==> src/rtl/lcd_init_sender.sv <==
// Power-on sequencer for an ST7735-class panel: pulses the hardware reset, then
// streams the command ROM out over 4-wire SPI (mode 0, MSB first).
module lcd_init_sender #(
  parameter int CMD_COUNT       = 85,
  parameter int CLK_DIV         = 4,
  parameter int RST_LOW_CYC     = 1000,
  parameter int RST_WAIT_CYC    = 1000,
  parameter int SLPOUT_WAIT_CYC = 6000000
) (
  input  logic        clk,
  input  logic        rst_n,
  input  logic        start,
  output logic [15:0] rom_addr,
  input  logic [7:0]  rom_data,
  input  logic        rom_dc,
  output logic        lcd_rst_n,
  output logic        lcd_cs_n,
  output logic        lcd_dc,
  output logic        lcd_sclk,
  output logic        lcd_mosi,
  output logic        busy,
  output logic        done
);

  localparam logic [15:0] LAST_ADDR = 16'(CMD_COUNT - 1);
  localparam logic [31:0] RST_LOW_LAST  = 32'(RST_LOW_CYC - 1);
  localparam logic [31:0] RST_WAIT_LAST = 32'(RST_WAIT_CYC - 1);
  localparam logic [31:0] SLP_LAST      = 32'(SLPOUT_WAIT_CYC - 1);
  localparam logic [31:0] HALF_LAST     = 32'(CLK_DIV - 1);
  localparam logic [31:0] BIT_LAST      = 32'(2 * CLK_DIV - 1);

  typedef enum logic [2:0] {
    IDLE, RST_LOW, RST_WAIT, LOAD, SHIFT, GAP, SLP_WAIT, DONE
  } state_t;

  state_t      state, state_nxt;
  logic [31:0] cnt;
  logic [2:0]  bit_cnt;
  logic [7:0]  shreg;
  logic [7:0]  byte_q;
  logic        last_addr;
  logic        sleep_cmd;

  always_comb begin
    state_nxt = state;
    last_addr = (rom_addr == LAST_ADDR);
    sleep_cmd = (byte_q == 8'h11) && !lcd_dc;
    case (state)
      IDLE, DONE: if (start) state_nxt = RST_LOW;
      RST_LOW:    if (cnt == RST_LOW_LAST) state_nxt = RST_WAIT;
      RST_WAIT:   if (cnt == RST_WAIT_LAST) state_nxt = LOAD;
      LOAD:       state_nxt = SHIFT;
      SHIFT:      if (cnt == BIT_LAST && bit_cnt == 3'd7) state_nxt = GAP;
      GAP:        if (cnt == 32'd1)
                    state_nxt = sleep_cmd ? SLP_WAIT : (last_addr ? DONE : LOAD);
      SLP_WAIT:   if (cnt == SLP_LAST) state_nxt = last_addr ? DONE : LOAD;
      default:    state_nxt = IDLE;
    endcase
  end

  // Outputs are updated on the edge that enters a state, so CS is low for
  // LOAD+SHIFT and high for exactly the GAP cycles.
  always_ff @(posedge clk) begin
    if (!rst_n) begin
      state     <= IDLE;
      cnt       <= '0;
      bit_cnt   <= '0;
      shreg     <= '0;
      byte_q    <= '0;
      rom_addr  <= '0;
      lcd_rst_n <= 1'b1;
      lcd_cs_n  <= 1'b1;
      lcd_dc    <= 1'b0;
      lcd_sclk  <= 1'b0;
      lcd_mosi  <= 1'b0;
      busy      <= 1'b0;
      done      <= 1'b0;
    end else begin
      state <= state_nxt;
      if (state_nxt != state)
        cnt <= '0;
      else if (state == SHIFT && cnt == BIT_LAST)
        cnt <= '0;
      else if (state != IDLE && state != DONE)
        cnt <= cnt + 32'd1;

      case (state)
        IDLE, DONE: if (start) begin
          rom_addr  <= '0;
          lcd_rst_n <= 1'b0;
          busy      <= 1'b1;
          done      <= 1'b0;
        end
        RST_LOW:  if (state_nxt == RST_WAIT) lcd_rst_n <= 1'b1;
        RST_WAIT: if (state_nxt == LOAD) lcd_cs_n <= 1'b0;
        LOAD: begin
          shreg    <= rom_data;
          byte_q   <= rom_data;
          lcd_dc   <= rom_dc;
          lcd_mosi <= rom_data[7];
          bit_cnt  <= '0;
        end
        SHIFT: begin
          if (cnt == HALF_LAST) lcd_sclk <= 1'b1;
          // MOSI advances only as SCLK falls, keeping it stable across rising edges
          if (cnt == BIT_LAST) begin
            lcd_sclk <= 1'b0;
            if (bit_cnt == 3'd7) begin
              lcd_cs_n <= 1'b1;
            end else begin
              shreg    <= {shreg[6:0], 1'b0};
              lcd_mosi <= shreg[6];
              bit_cnt  <= bit_cnt + 3'd1;
            end
          end
        end
        GAP, SLP_WAIT: begin
          if (state_nxt == LOAD) begin
            rom_addr <= rom_addr + 16'd1;
            lcd_cs_n <= 1'b0;
          end
          if (state_nxt == DONE) begin
            done <= 1'b1;
            busy <= 1'b0;
          end
        end
        default: ;
      endcase
    end
  end

endmodule
==> config.mk <==
export PLATFORM = sky130hd
export DESIGN_NAME = lcd_init_sender
export DESIGN_NICKNAME = d
export VERILOG_FILES = /design/src/rtl/lcd_init_sender.sv
export SDC_FILE = /design/constraint.sdc
export NUM_CORES = 1
export LEC_CHECK = 0
export BUFFER_PORTS_ARGS = -buffer_cell sky130_fd_sc_hd__buf_2
export CAP_MARGIN = 30
export CORE_AREA = 2 2 94 118
export DETAILED_ROUTE_END_ITERATION = 8
export DIE_AREA = 0 0 96 120
export GPL_TIMING_DRIVEN = 0
export PLACE_DENSITY = 0.6
export SYNTH_ARGS = -nofsm -noshare
export SYNTH_HDL_FRONTEND = slang
export SYNTH_SLANG_ARGS = --single-unit
==> constraint.sdc <==
create_clock -name clk -period 3 [get_ports clk]
set_input_delay 0.15 -clock clk [delete_from_list [all_inputs] [get_ports clk]]
set_output_delay 0.15 -clock clk [all_outputs]
set_load 0.02 [all_outputs]
==> flow_summary.json <==
{
  "ant_nets": 0,
  "synth_edf_count": 0,
  "placedCellCount": 641,
  "ctsHoldBuffers": 0,
  "max-slew-margin-rel": 0.616,
  "crit_type": "reg -> reg",
  "cts-htree-levels": 3,
  "synth_top_area_frac": 0.364,
  "place.gp.congestion": 0.846,
  "yosysTopAreaCell": "dfxtp_1",
  "num_vias": 3660,
  "fp.coreArea_um2": 10500,
  "post-route-min-period_ns": 2.84,
  "fin_cells": 657,
  "cts_resized": 0,
  "finalPower_mw": 2.18,
  "synth_area_um2": 4180,
  "synth.most_common_cell": "dfxtp_1",
  "die-area_um2": 11500,
  "gr-total-overflow": 0,
  "slew_viol_final": 0,
  "cp-start-kind": "register",
  "holdCritPathClass": "in -> reg",
  "yosys.area_share.simple": 0.338,
  "status": "finished, final reports clean",
  "fmax_ghz": 0.353,
  "first_pass_iters": 5,
  "fin_crit_sh": 0.945,
  "numPortBuffers": 34,
  "cp.required_ns": 3.25,
  "wl_per_cell_um": 15.2,
  "antenna_found_initial": 0,
  "fp-row-count": 42,
  "synth_top_family_by_area": "simple AND/OR/NAND/NOR gates",
  "start_util": 0.400,
  "grt_usage": 0.183,
  "nNetsFinal": 539,
  "ys_top_cells_by_area": "dfxtp_1 (36%), nor3_2 (6.7%), nand2_1 (4.8%), nor2_1 (4.1%), a21oi_1 (3.8%)",
  "grt_pass1_vias": 3551,
  "crit_fanout": 10,
  "synth_mux_area_frac": 0.0266,
  "cts_buffers": 9,
  "power.density_nw_per_um2": 453,
  "seqCellArea_um2": 1520,
  "p_leak_nw": 1.68,
  "drc": 0,
  "drive_gt1_frac": 0.227,
  "vias_per_cell": 5.57,
  "syn_to_final_growth_pct": 14.8,
  "grt_max_degree": 14,
  "synth.distinct_cells": 64,
  "dieHeight_um": 120,
  "numClockSinks": 76,
  "synth.avg_cell_area_um2": 8.80,
  "die_w_um": 96,
  "synthFlopType": "dfxtp_1",
  "yosys.area_share.adder": 0.0209,
  "rsz0062_at_grt": "no",
  "drt_iter0_drc": 213,
  "critPathArrivalTime_ns": 3.09,
  "routed_wl_um": 9990,
  "antenna_cells": 0,
  "finalSetupViolations": 0,
  "synth_xor_area_frac": 0.0628,
  "drv_cap": 0,
  "yosysWarnings": 0,
  "setup_tns_ns": 0,
  "post_cts_buffers": 0,
  "synth_fp_nets": 494,
  "cts_tree": "yes",
  "syn_inst": 475,
  "hold_viol": 0,
  "clock-root-buffer": "clkbuf_16",
  "skew_ns": 0.00773,
  "critPathCaptureType": "register",
  "async_flop_share": 0,
  "ys_seq_elements": 76,
  "worst_slew_pin_slew_ns": 0.574,
  "clk_pin_slew_ns": 0.06,
  "n_fill_cell": 1024,
  "grt_pass1_wl_um": 16900,
  "io_pins": 35,
  "clk_path_buf_depth": 2,
  "peakVddDrop_mv": 0.287,
  "ys_seq_area_frac": 0.364,
  "synth-compound-area-share": 0.145,
  "hpwl_um": 7320,
  "clock_latency_ns": 0.33,
  "synth_top_cells_by_count": "dfxtp_1 (76), nand2_1 (54), nor2_1 (46), a21oi_1 (32), nor3_2 (28)",
  "multiInputGateArea_um2": 2480
}
[final cells by class]
cell class | instances | area share
clock inverter | 6 | 0.00834
sequential | 76 | 0.317
clock buffer | 10 | 0.0498
multi-input combinational | 367 | 0.517
tap | 132 | 0.0344
timing repair buffer | 34 | 0.0354
buffer | 25 | 0.0326
inverter | 7 | 0.00547
[registers in the layout (all words and copies together), names as in the netlist]
register	count
done	1
lcd_dc	1
busy	1
lcd_cs_n	1
cnt	32
lcd_rst_n	1
rom_addr	16
lcd_mosi	1
byte_q	8
lcd_sclk	1
shreg	7
state	3
bit_cnt	3
[cell usage in the layout (no fill, tap or decap), types with 12 or more instances in the layout]
cell and n:
o21ai_0 15, nor3_2 28, nor3_1 12, nand4_1 16, o21ai_1 18, nand2_1 54
nor2_1 46, xnor2_1 15, xor2_1 15, and3_1 12, buf_2 39, a21oi_1 32
dfxtp_1 76
[where the power goes]
part / internal, mW / leakage, nW / switching, mW
Sequential: 1.02 / 0.613 / 0.00680
Clock: 0.580 / 0.138 / 0.421
Combinational: 0.0509 / 0.930 / 0.101
[stage by stage]
step / utilization / hold slack [ns] / cell area [µm²] / worst slack [ns]
6_report: 0.459 / 0.0591 / 4800 / 0.164
4_1_cts: 0.459 / 0.0477 / 4800 / 0.177
2_1_floorplan: - / 0.286 / 4180 / 0.611
3_5_place_dp: 0.432 / 0.402 / 4520 / 0.201
3_3_place_gp: 0.432 / 0.398 / 4520 / 0.288
5_1_grt: 0.459 / 0.0639 / 4800 / 0.0367
[critical path, stage by stage (launching register included)]
cell	delay, ns
dfxtp_1	0.44
ha_1	0.23
nor4b_1	0.30
nand4_1	0.20
nor3_1	0.31
mux2_2	0.41
a221oi_4	0.38
nor3_4	0.14
buf_6	0.18
nor3_2	0.16
[final timing paths]
| check | start | to | slack [ns] | cells past startpoint |
|---|---|---|---|---|
| worst max-delay path | cnt[0] | cnt[2] | 0.16 | 9 |
| worst max register to register | cnt[0] | cnt[2] | 0.16 | 9 |
| worst min register to register | shreg[0] | shreg[0] | 0.45 | 2 |
| worst min-delay path | rom_dc | lcd_dc | 0.06 | 3 |
[cells by family after synthesis]
family,Yosys count
simple gates,227
fa+ha+maj,7
flops,76
buf+inv,32
xor+xnor,30
compound gates,92
mux,11
[layer usage]
layer	part of all wire	wire length [µm]	GRT usage
met2	0.50	4990	0.298
met5	0	0	0
met3	0.045	446	0.0477
met1	0.44	4370	0.231
met4	0.019	187	0.0661
(Power assumes the default switching activity.)
